File: src/rtl/leglite_pkg.sv
// Shared LEGLite definitions: opcode encodings, sequencer states and opcode classes.
package leglite_pkg;

    localparam logic [3:0] OP_ADD  = 4'd0;
    localparam logic [3:0] OP_SUB  = 4'd1;
    localparam logic [3:0] OP_B    = 4'd4;
    localparam logic [3:0] OP_LDUR = 4'd5;
    localparam logic [3:0] OP_STUR = 4'd6;
    localparam logic [3:0] OP_CBZ  = 4'd7;
    localparam logic [3:0] OP_ADDI = 4'd8;
    localparam logic [3:0] OP_ANDI = 4'd9;
    localparam logic [3:0] OP_SUBI = 4'd10;

    typedef enum logic [2:0] {
        IDLE, FETCH, DECODE, EXEC, MEM, WB
    } seq_state_t;

    typedef enum logic [2:0] {
        ALU, BR, CBZ, LD, ST, ILLEGAL
    } op_class_t;

endpackage

File: src/rtl/leglite_seq_if.sv
// Sequencer <-> datapath control bundle. The step input exists only when
// LEGLITE_SEQ_STEP_EN is defined.
interface leglite_seq_if #(parameter int CNT_W = 16);

`ifdef LEGLITE_SEQ_STEP_EN
    logic             step;
`endif
    logic             run;
    logic [3:0]       opcode;
    logic             zero;
    logic             mem_ack;
    logic             mem_req;
    logic             mem_we;
    logic             mem_addr_sel;
    logic             ir_load;
    logic             pc_write;
    logic             pc_sel_br;
    logic             rf_we;
    logic             rf_src_mem;
    logic             busy;
    logic [CNT_W-1:0] instr_count;

    modport master (
`ifdef LEGLITE_SEQ_STEP_EN
        input  step,
`endif
        input  run, opcode, zero, mem_ack,
        output mem_req, mem_we, mem_addr_sel, ir_load, pc_write, pc_sel_br,
        output rf_we, rf_src_mem, busy, instr_count
    );

    modport slave (
`ifdef LEGLITE_SEQ_STEP_EN
        output step,
`endif
        output run, opcode, zero, mem_ack,
        input  mem_req, mem_we, mem_addr_sel, ir_load, pc_write, pc_sel_br,
        input  rf_we, rf_src_mem, busy, instr_count
    );

endinterface

File: src/rtl/leglite_seq_op_class.sv
// Combinational opcode classifier; unlisted opcodes fall into ILLEGAL.
module leglite_op_class
    import leglite_pkg::*;
(
    input  logic [3:0] i_opcode,
    output op_class_t  o_class
);

    always_comb begin
        o_class = ILLEGAL;
        case (i_opcode)
            OP_ADD, OP_SUB, OP_ADDI, OP_ANDI, OP_SUBI: o_class = ALU;
            OP_B:                                      o_class = BR;
            OP_LDUR:                                   o_class = LD;
            OP_STUR:                                   o_class = ST;
            OP_CBZ:                                    o_class = CBZ;
            default:                                   o_class = ILLEGAL;
        endcase
    end

endmodule

File: src/rtl/leglite_seq.sv
// LEGLite multicycle sequencer: phase strobes and shared memory port arbitration.
// Optional single-step start in IDLE when LEGLITE_SEQ_STEP_EN is defined.
module leglite_seq
    import leglite_pkg::*;
#(
    parameter int CNT_W = 16
) (
    input  logic          clock,
    input  logic          reset,
    leglite_seq_if.master bus
);

    seq_state_t       r_state;
    seq_state_t       w_next;
    op_class_t        w_class;
    logic [CNT_W-1:0] r_count;
    logic             w_start;
    logic             w_retire;
    logic             w_mem_req;
    logic             w_mem_we;
    logic             w_mem_addr_sel;
    logic             w_ir_load;
    logic             w_pc_write;
    logic             w_pc_sel_br;
    logic             w_rf_we;
    logic             w_rf_src_mem;

    leglite_op_class u_op_class (
        .i_opcode (bus.opcode),
        .o_class  (w_class)
    );

`ifdef LEGLITE_SEQ_STEP_EN
    assign w_start = bus.run | bus.step;
`else
    assign w_start = bus.run;
`endif

    always_ff @(posedge clock or posedge reset) begin
        if (reset) begin
            r_state <= IDLE;
        end else begin
            r_state <= w_next;
        end
    end

    always_ff @(posedge clock or posedge reset) begin
        if (reset) begin
            r_count <= '0;
        end else if (w_retire) begin
            r_count <= r_count + 1'b1;
        end
    end

    // Strobes are pure functions of state and live inputs so they can gate the datapath in-cycle.
    always_comb begin
        w_next         = r_state;
        w_retire       = 1'b0;
        w_mem_req      = 1'b0;
        w_mem_we       = 1'b0;
        w_mem_addr_sel = 1'b0;
        w_ir_load      = 1'b0;
        w_pc_write     = 1'b0;
        w_pc_sel_br    = 1'b0;
        w_rf_we        = 1'b0;
        w_rf_src_mem   = 1'b0;
        case (r_state)
            IDLE: begin
                if (w_start) w_next = FETCH;
            end
            FETCH: begin
                w_mem_req = 1'b1;
                if (bus.mem_ack) begin
                    w_ir_load = 1'b1;
                    w_next    = DECODE;
                end
            end
            DECODE: w_next = EXEC;
            EXEC: begin
                case (w_class)
                    ALU:    w_next = WB;
                    LD, ST: w_next = MEM;
                    BR: begin
                        w_pc_write  = 1'b1;
                        w_pc_sel_br = 1'b1;
                        w_retire    = 1'b1;
                    end
                    CBZ: begin
                        w_pc_write  = 1'b1;
                        w_pc_sel_br = bus.zero;
                        w_retire    = 1'b1;
                    end
                    default: begin
                        w_pc_write = 1'b1;
                        w_retire   = 1'b1;
                    end
                endcase
            end
            MEM: begin
                w_mem_req      = 1'b1;
                w_mem_addr_sel = 1'b1;
                w_mem_we       = (w_class == ST);
                if (bus.mem_ack) begin
                    if (w_class == LD) begin
                        w_next = WB;
                    end else begin
                        w_pc_write = 1'b1;
                        w_retire   = 1'b1;
                    end
                end
            end
            WB: begin
                w_rf_we      = 1'b1;
                w_rf_src_mem = (w_class == LD);
                w_pc_write   = 1'b1;
                w_retire     = 1'b1;
            end
            default: w_next = IDLE;
        endcase
        // run is only honoured at instruction boundaries
        if (w_retire) w_next = bus.run ? FETCH : IDLE;
    end

    assign bus.mem_req      = w_mem_req;
    assign bus.mem_we       = w_mem_we;
    assign bus.mem_addr_sel = w_mem_addr_sel;
    assign bus.ir_load      = w_ir_load;
    assign bus.pc_write     = w_pc_write;
    assign bus.pc_sel_br    = w_pc_sel_br;
    assign bus.rf_we        = w_rf_we;
    assign bus.rf_src_mem   = w_rf_src_mem;
    assign bus.busy         = (r_state != IDLE);
    assign bus.instr_count  = r_count;

endmodule

File: src/flat_wrapper.sv
// flat-port wrapper written by rule: the top's interface ports become plain ports
module leglite_seq_flat import leglite_pkg::*;
#(
    parameter int CNT_W = 16
)
  (clock, reset, bus_run, bus_opcode, bus_zero, bus_mem_ack, bus_mem_req, bus_mem_we, bus_mem_addr_sel, bus_ir_load, bus_pc_write, bus_pc_sel_br, bus_rf_we, bus_rf_src_mem, bus_busy, bus_instr_count);
  leglite_seq_if #(.CNT_W(CNT_W)) bus_i ();
  input  logic clock;
  input  logic reset;
  input wire logic [$bits(bus_i.run)-1:0] bus_run;
  input wire logic [$bits(bus_i.opcode)-1:0] bus_opcode;
  input wire logic [$bits(bus_i.zero)-1:0] bus_zero;
  input wire logic [$bits(bus_i.mem_ack)-1:0] bus_mem_ack;
  output wire logic [$bits(bus_i.mem_req)-1:0] bus_mem_req;
  output wire logic [$bits(bus_i.mem_we)-1:0] bus_mem_we;
  output wire logic [$bits(bus_i.mem_addr_sel)-1:0] bus_mem_addr_sel;
  output wire logic [$bits(bus_i.ir_load)-1:0] bus_ir_load;
  output wire logic [$bits(bus_i.pc_write)-1:0] bus_pc_write;
  output wire logic [$bits(bus_i.pc_sel_br)-1:0] bus_pc_sel_br;
  output wire logic [$bits(bus_i.rf_we)-1:0] bus_rf_we;
  output wire logic [$bits(bus_i.rf_src_mem)-1:0] bus_rf_src_mem;
  output wire logic [$bits(bus_i.busy)-1:0] bus_busy;
  output wire logic [$bits(bus_i.instr_count)-1:0] bus_instr_count;
  assign bus_i.run = bus_run;
  assign bus_i.opcode = bus_opcode;
  assign bus_i.zero = bus_zero;
  assign bus_i.mem_ack = bus_mem_ack;
  assign bus_mem_req = bus_i.mem_req;
  assign bus_mem_we = bus_i.mem_we;
  assign bus_mem_addr_sel = bus_i.mem_addr_sel;
  assign bus_ir_load = bus_i.ir_load;
  assign bus_pc_write = bus_i.pc_write;
  assign bus_pc_sel_br = bus_i.pc_sel_br;
  assign bus_rf_we = bus_i.rf_we;
  assign bus_rf_src_mem = bus_i.rf_src_mem;
  assign bus_busy = bus_i.busy;
  assign bus_instr_count = bus_i.instr_count;
  leglite_seq #(.CNT_W(CNT_W)) u_core (.clock(clock), .reset(reset), .bus(bus_i));
endmodule
File: config.mk
export PLATFORM = sky130hd
export DESIGN_NAME = leglite_seq_flat
export DESIGN_NICKNAME = d
export VERILOG_FILES = /design/src/rtl/leglite_pkg.sv /design/src/rtl/leglite_seq_if.sv /design/src/rtl/leglite_seq_op_class.sv /design/src/rtl/leglite_seq.sv /design/src/flat_wrapper.sv
export SDC_FILE = /design/constraint.sdc
export NUM_CORES = 1
export LEC_CHECK = 0
export ABC_CLOCK_PERIOD_IN_PS = 6080
export CORE_AREA = 2 2 67 69
export DETAILED_ROUTE_END_ITERATION = 16
export DIE_AREA = 0 0 69 71
export PLACE_DENSITY = 0.51
export REMOVE_ABC_BUFFERS = 1
export SLEW_MARGIN = 20
export SYNTH_ARGS = -nofsm -noshare
export SYNTH_HDL_FRONTEND = slang
export SYNTH_SLANG_ARGS = --single-unit
export TNS_END_PERCENT = 1
File: constraint.sdc
create_clock -name clock -period 6.08 [get_ports clock]
set_input_delay 1.824 -clock clock [delete_from_list [all_inputs] [get_ports clock]]
set_output_delay 1.824 -clock clock [all_outputs]
set_load 0.005 [all_outputs]
# Word level (Yosys, flattened, before mapping)
# Memory sizes are Yosys's and may differ from the RTL's.
# Index checks and enable logic that the tools add are counted.
[word_totals] n_memories=1 regBits=19 in_bits=9 out_inout_bits=25 romBits=48
[classes] n_eq_ne=15 n_mux=21 addsub=1 n_reduce_logical=7
[mem_list] name="(no name shown)" depth=16 width=3 rd=1 rd_clocked_by_memory_dff=0 write_ports=0 line="leglite_seq_op_class.sv:11" source="case (i_opcode)"
[op_table] cell="$pmux 3 s6" n=1
[op_table] cell="$add 16x1->16 const B" n=1
[op_table] cell="$mux 3" n=5
[op_table] cell="$eq 3x2->1 const B" n=4
[op_table] cell="$mux 1" n=12
[op_table] cell="$eq 3x3->1 const B" n=3
[op_table] cell="$ne 3x3->1 const B" n=3
[op_table] cell="$eq 3x1->1 const B" n=2
[op_table] cell="$logic_not 3->1" n=2
[op_table] cell="$pmux 3 s2" n=1
[op_table] cell="$reduce_and 6->1" n=1
[op_table] cell="$ne 4x4->1 const B" n=1
[op_table] cell="$reduce_or 2->1" n=2
[op_table] cell="$ne 3x2->1 const B" n=1
[op_table] cell="$pmux 1 s3" n=1
[op_table] cell="$reduce_bool 3->1" n=1
[op_table] cell="$reduce_or 3->1" n=1
[op_table] cell="$ne 2x2->1 const B" n=1
[op_table] cell="$pmux 1 s2" n=1

# Longest topological paths before layout
# An unclocked memory read counts as a cell.
[logic_depth] ltp_word=7 mapped_depth=7

# Cells and area by module
# From an unflattened synthesis, not the netlist that was laid out.
[hier_totals] hier_cells=114 hier_area_um2=1127.3
[by_module_without_submodules] mod="leglite_seq" area_each_um2=1082.3 instances=1 cells_per_inst=106
[by_module_without_submodules] mod="leglite_op_class" area_each_um2=45.0 instances=1 cells_per_inst=8

# Least setup slack after synthesis
# No wires, ideal clock.
[synth_path] kind="input to output" from="in bus_opcode[3]" to="out bus_pc_write" cell_stages=5 path_buffers=0 required_time_ns=4.256 slack_ns=1.631 t_arrival_ns=2.625 path_cell_list="nand2b_1 -> nor3b_1 -> o31ai_4 -> nand2_2 -> inv_1"
[synth_between] elab_chain_cells=5 word_cells_on_any_way=9 classes_between="eq/ne: 2; mux: 4; reduce/logical: 2; memory: 1"
[synth_lines] element="start, declared" line="flat_wrapper.sv:11" source="input wire logic [$bits(bus_i.opcode)-1:0] bus_opcode;"
[synth_lines] element="$mem_v2 16x3 (*)"
[synth_lines] element="$eq 3x2->1 (tied with other cells)" line="leglite_seq.sv:80, leglite_seq.sv:104"
[synth_lines] element="$reduce_or 3->1 (no line) / $mux 1 (equally long branches)"
[synth_lines] element="$mux 1 (on tied branches)" line="leglite_seq.sv:80, leglite_seq.sv:103"
[synth_lines] element="$pmux 1 s3 (*)" line="leglite_seq.sv:67" source="case (r_state)"
[synth_lines] element="end, declared" line="flat_wrapper.sv:18" source="output wire logic [$bits(bus_i.pc_write)-1:0] bus_pc_write;"
# Mark *: on every way between the ends. The rest lies on a longest branch, timed or not.

# Worst setup path after layout
[layout_path] from="in bus_opcode[0]" to="out bus_pc_write"
# The elaborated chain is that of the path after synthesis.

==> results.md <==
- Synthesized instance count: 115
- Reg2reg path depth: 6
- Vias in the first global route: 970
- CP Max Fanout: 6
- Drt first-iter violations: 42
- Worst Tran Pin Value: around 720 ps
- Worst-skew pair later-pin latency: about 250 ps
- Number of synthesized flops with an enable pin: 0
- Setup CP Type: in2out
- First-pass GRT wire length: 4478 µm
- Routed WL per cell: 12.13 µm
- RSZ-0062 raised after global routing: no
- Share of layout cells above drive strength 1: approximately 18%
- PwrDens: about 300 nW/µm²
- Clock Path Buffers: 2
- Die X: 69 µm
- GRT overflow: 0
- Post-placement worst setup slack: 652.2 ps
- Final hold violation count: 0
- # diodes: 0
- CTS Root Cell: clkbuf_8
- Post-synth top area cell: dfrtp_1
- Worst setup path end: bus_pc_write
- Syn_area_per_cell: 10.59 µm²
- Setup ws final: 659.3 ps
- Final Skew: 1.714 ps
- Pin count of the biggest net entering global routing: 20
- PortBufs: 33
- Cell Rows: 24
- Final ANT Viol Nets: 0
- FF-to-FF Start: u_core.r_state[0]
- Fin crit period: 5421 ps
- CP Depth: 7
- Area share of the largest cell type after synthesis: 39.05%
- Worst setup path startpoint: bus_opcode[0]
- Slowest cell on the critical path: clkdlybuf4s50_1
- Synth area leaders: dfrtp_1 (39%), xnor2_1 (10%), nand3_2 (6.6%)
- Dpl cells: 196
- Nets: 159
- Post-synthesis sequential area ratio: 39.05%
- Startpoint Class: input port
- Arrival time worst endpoint: 3600 ps
- CTS tree: yes
- Yosys warning total: 0
- Max-Slew Margin vs Limit: 52.12%
- Clock sink count: 19
- Pre-antenna DRT Iters: 5
- Commonest cells in the netlist: dfrtp_1 (19), xnor2_1 (14), nand3_1 (10), nand3_2 (8)
- Hold Path Class: reg2reg
- DRC: 0
- DP HPWL: 1864 µm
- Filler cells: ~460
- Fin crit share: 89.16%
- Area Overhead vs Synth: 32.58%
- Prevailing post-synth register cell: dfrtp_1
- Crit path cell chain: clkdlybuf4s50_1, or2b_1, a21oi_2, o31ai_4, nand2_2, inv_1, clkdlybuf4s50_1
- Reg clk slew, reported paths: approximately 70 ps
- Cell area after synthesis: 1217 µm²
- Pleak: 0.6525 nW
- Asr flop ratio synth: 100.0%
- MaxCap Viol Count: 0
- DIE AREA: 4899 µm²
- Fin. max-slew vios: 0
- GRT Total Usage: approximately 11%
- Initial antenna violation count: 0
- FMAX: approximately 180 MHz
- Hold-fix buffers, CTS: 0
- CP required: 4260 ps
- H-tree Lvls: 1
- Worst Path Buf+Inv: 3
- Initial core utilization: between 20% and 30%
- GP Congestion: about 0.69
- Total core area: approximately 4200 µm²
- CP top delay family: buffers and inverters
- CP peak stage delay: 570 ps
- Num CTS Buffers: 3
- RR Endpoint: u_core.bus.instr_count[15]
- Post-CTS setup buffer count: 0
- Worst setup EP type: output port
- Worst path most repeated cell: clkdlybuf4s50_1
- Vias per std cell: 4.665
- Final std cells w/o fill: 200
- Post-CTS resize count: 0
- Post-Route WL: 2426 µm
- Top Ports: 34
- Setup TNS: 0 ps
- Max VDD drop: 0.1469 mV
- Most common cell in the netlist: dfrtp_1
- Vert. Die Dim: 71 µm
- R2r setup slk: 4250 ps
- Status: complete, no violations
- Synth cell types: 40
- Flops & latches, synth: 19
- # setup viols final: 0
- Vias: 933
-- sequential cells by signal (all words and copies together) (netlist names) --
register                count
u_core.bus.instr_count     16
u_core.r_state              3
-- cell type report --
| cell class | instances | area [µm²] | area share, % |
|---|---|---|---|
| Clock buffer | 3 | 41.29 | 2.558 |
| Clock inverter | 1 | 5.005 | 0.3101 |
| Inverter | 4 | 15.01 | 0.9302 |
| Multi-Input combinational cell | 86 | 666.9 | 41.32 |
| Sequential cell | 19 | 475.5 | 29.46 |
| Tap cell | 52 | 65.06 | 4.031 |
| Timing Repair Buffer | 35 | 345.3 | 21.40 |
-- worst min path at each step --
stage / startpoint / to / slack (ps) / cells past startpoint
6_report: u_core.bus.instr_count[15] / u_core.bus.instr_count[15] / 470 / 1
5_1_grt: u_core.bus.instr_count[15] / u_core.bus.instr_count[15] / 520 / 1
4_1_cts: u_core.bus.instr_count[15] / u_core.bus.instr_count[15] / 480 / 1
3_5_place_dp: u_core.bus.instr_count[15] / u_core.bus.instr_count[15] / 470 / 1
3_3_place_gp: u_core.bus.instr_count[15] / u_core.bus.instr_count[15] / 460 / 1
2_1_floorplan: u_core.bus.instr_count[15] / u_core.bus.instr_count[15] / 460 / 1
-- layer usage --
layer | global-route usage (%) | vias to the layer above | wire (µm)
met3 | 1.852 | 4 | 117
met5 | 0 | - | 0
met1 | 13.97 | 439 | 1084
li1 | - | 463 | -
met2 | 19.23 | 27 | 1182
met4 | 4.575 | 0 | 41
-- worst register-to-register path, delay by kind of cell (launching register included) --
family	cells	cell delay, ps
AOI/OAI and AO/OA	1	240
xor gates and xnor gates	1	160
buffers and inverters	1	280
DFF	1	520
and+or+nand+nor	3	560
-- through the flow --
| step | hold slack (ps) | utilization [%] | total power, mW | cell area, µm² |
|---|---|---|---|---|
| after floorplan | 464.7 | - | 0.3042 | 1157 |
| after global placement | 457.3 | 37.29 | 0.4072 | 1568 |
| after CTS | 478.9 | 38.39 | 0.4952 | 1614 |
| after detailed placement | 469.0 | 37.29 | 0.4079 | 1568 |
| final | 469.2 | 38.39 | 0.4850 | 1614 |
| after global routing | 519.4 | 38.39 | 0.5299 | 1614 |
-- where the power goes --
| part | internal (mW) | total (mW) | switching (mW) |
|---|---|---|---|
| clock network | 0.0455 | 0.0852 | 0.0397 |
| logic | 0.123 | 0.204 | 0.0810 |
| registers | 0.151 | 0.196 | 0.0451 |
| total | 0.319 | 0.485 | 0.166 |
-- logic make-up after synthesis --
kind of cell             Yosys count  synth area share (%)
AO/OA/AOI/OAI                      8                 5.447
XOR/XNOR                          17                 12.85
adder cells (fa/ha/maj)            1                 1.028
buffers and inverters             10                 6.166
flip-flops                        19                 39.05
multiplexers                       2                 2.158
AND/OR/NAND/NOR                   58                 33.30
-- placed cells by master, fill, tap and decap left out, types with 2 or more instances in the layout --
master | netlist | layout
nor3b_2 | 2 | 2
xnor2_1 | 14 | 14
dfrtp_1 | 19 | 19
inv_1 | 4 | 4
nor2_1 | 6 | 6
nand3_1 | 10 | 10
clkbuf_8 | 0 | 3
a21oi_1 | 2 | 2
and4_1 | 2 | 2
xor2_1 | 2 | 2
clkdlybuf4s50_1 | 1 | 33
buf_4 | 0 | 2
nand3_2 | 8 | 8
and2_1 | 2 | 2
and3_1 | 6 | 6
nand4_1 | 3 | 3
nor3_1 | 2 | 2
nand2b_1 | 2 | 2
nand2_1 | 4 | 4
Power figures use the tool's default switching activity.
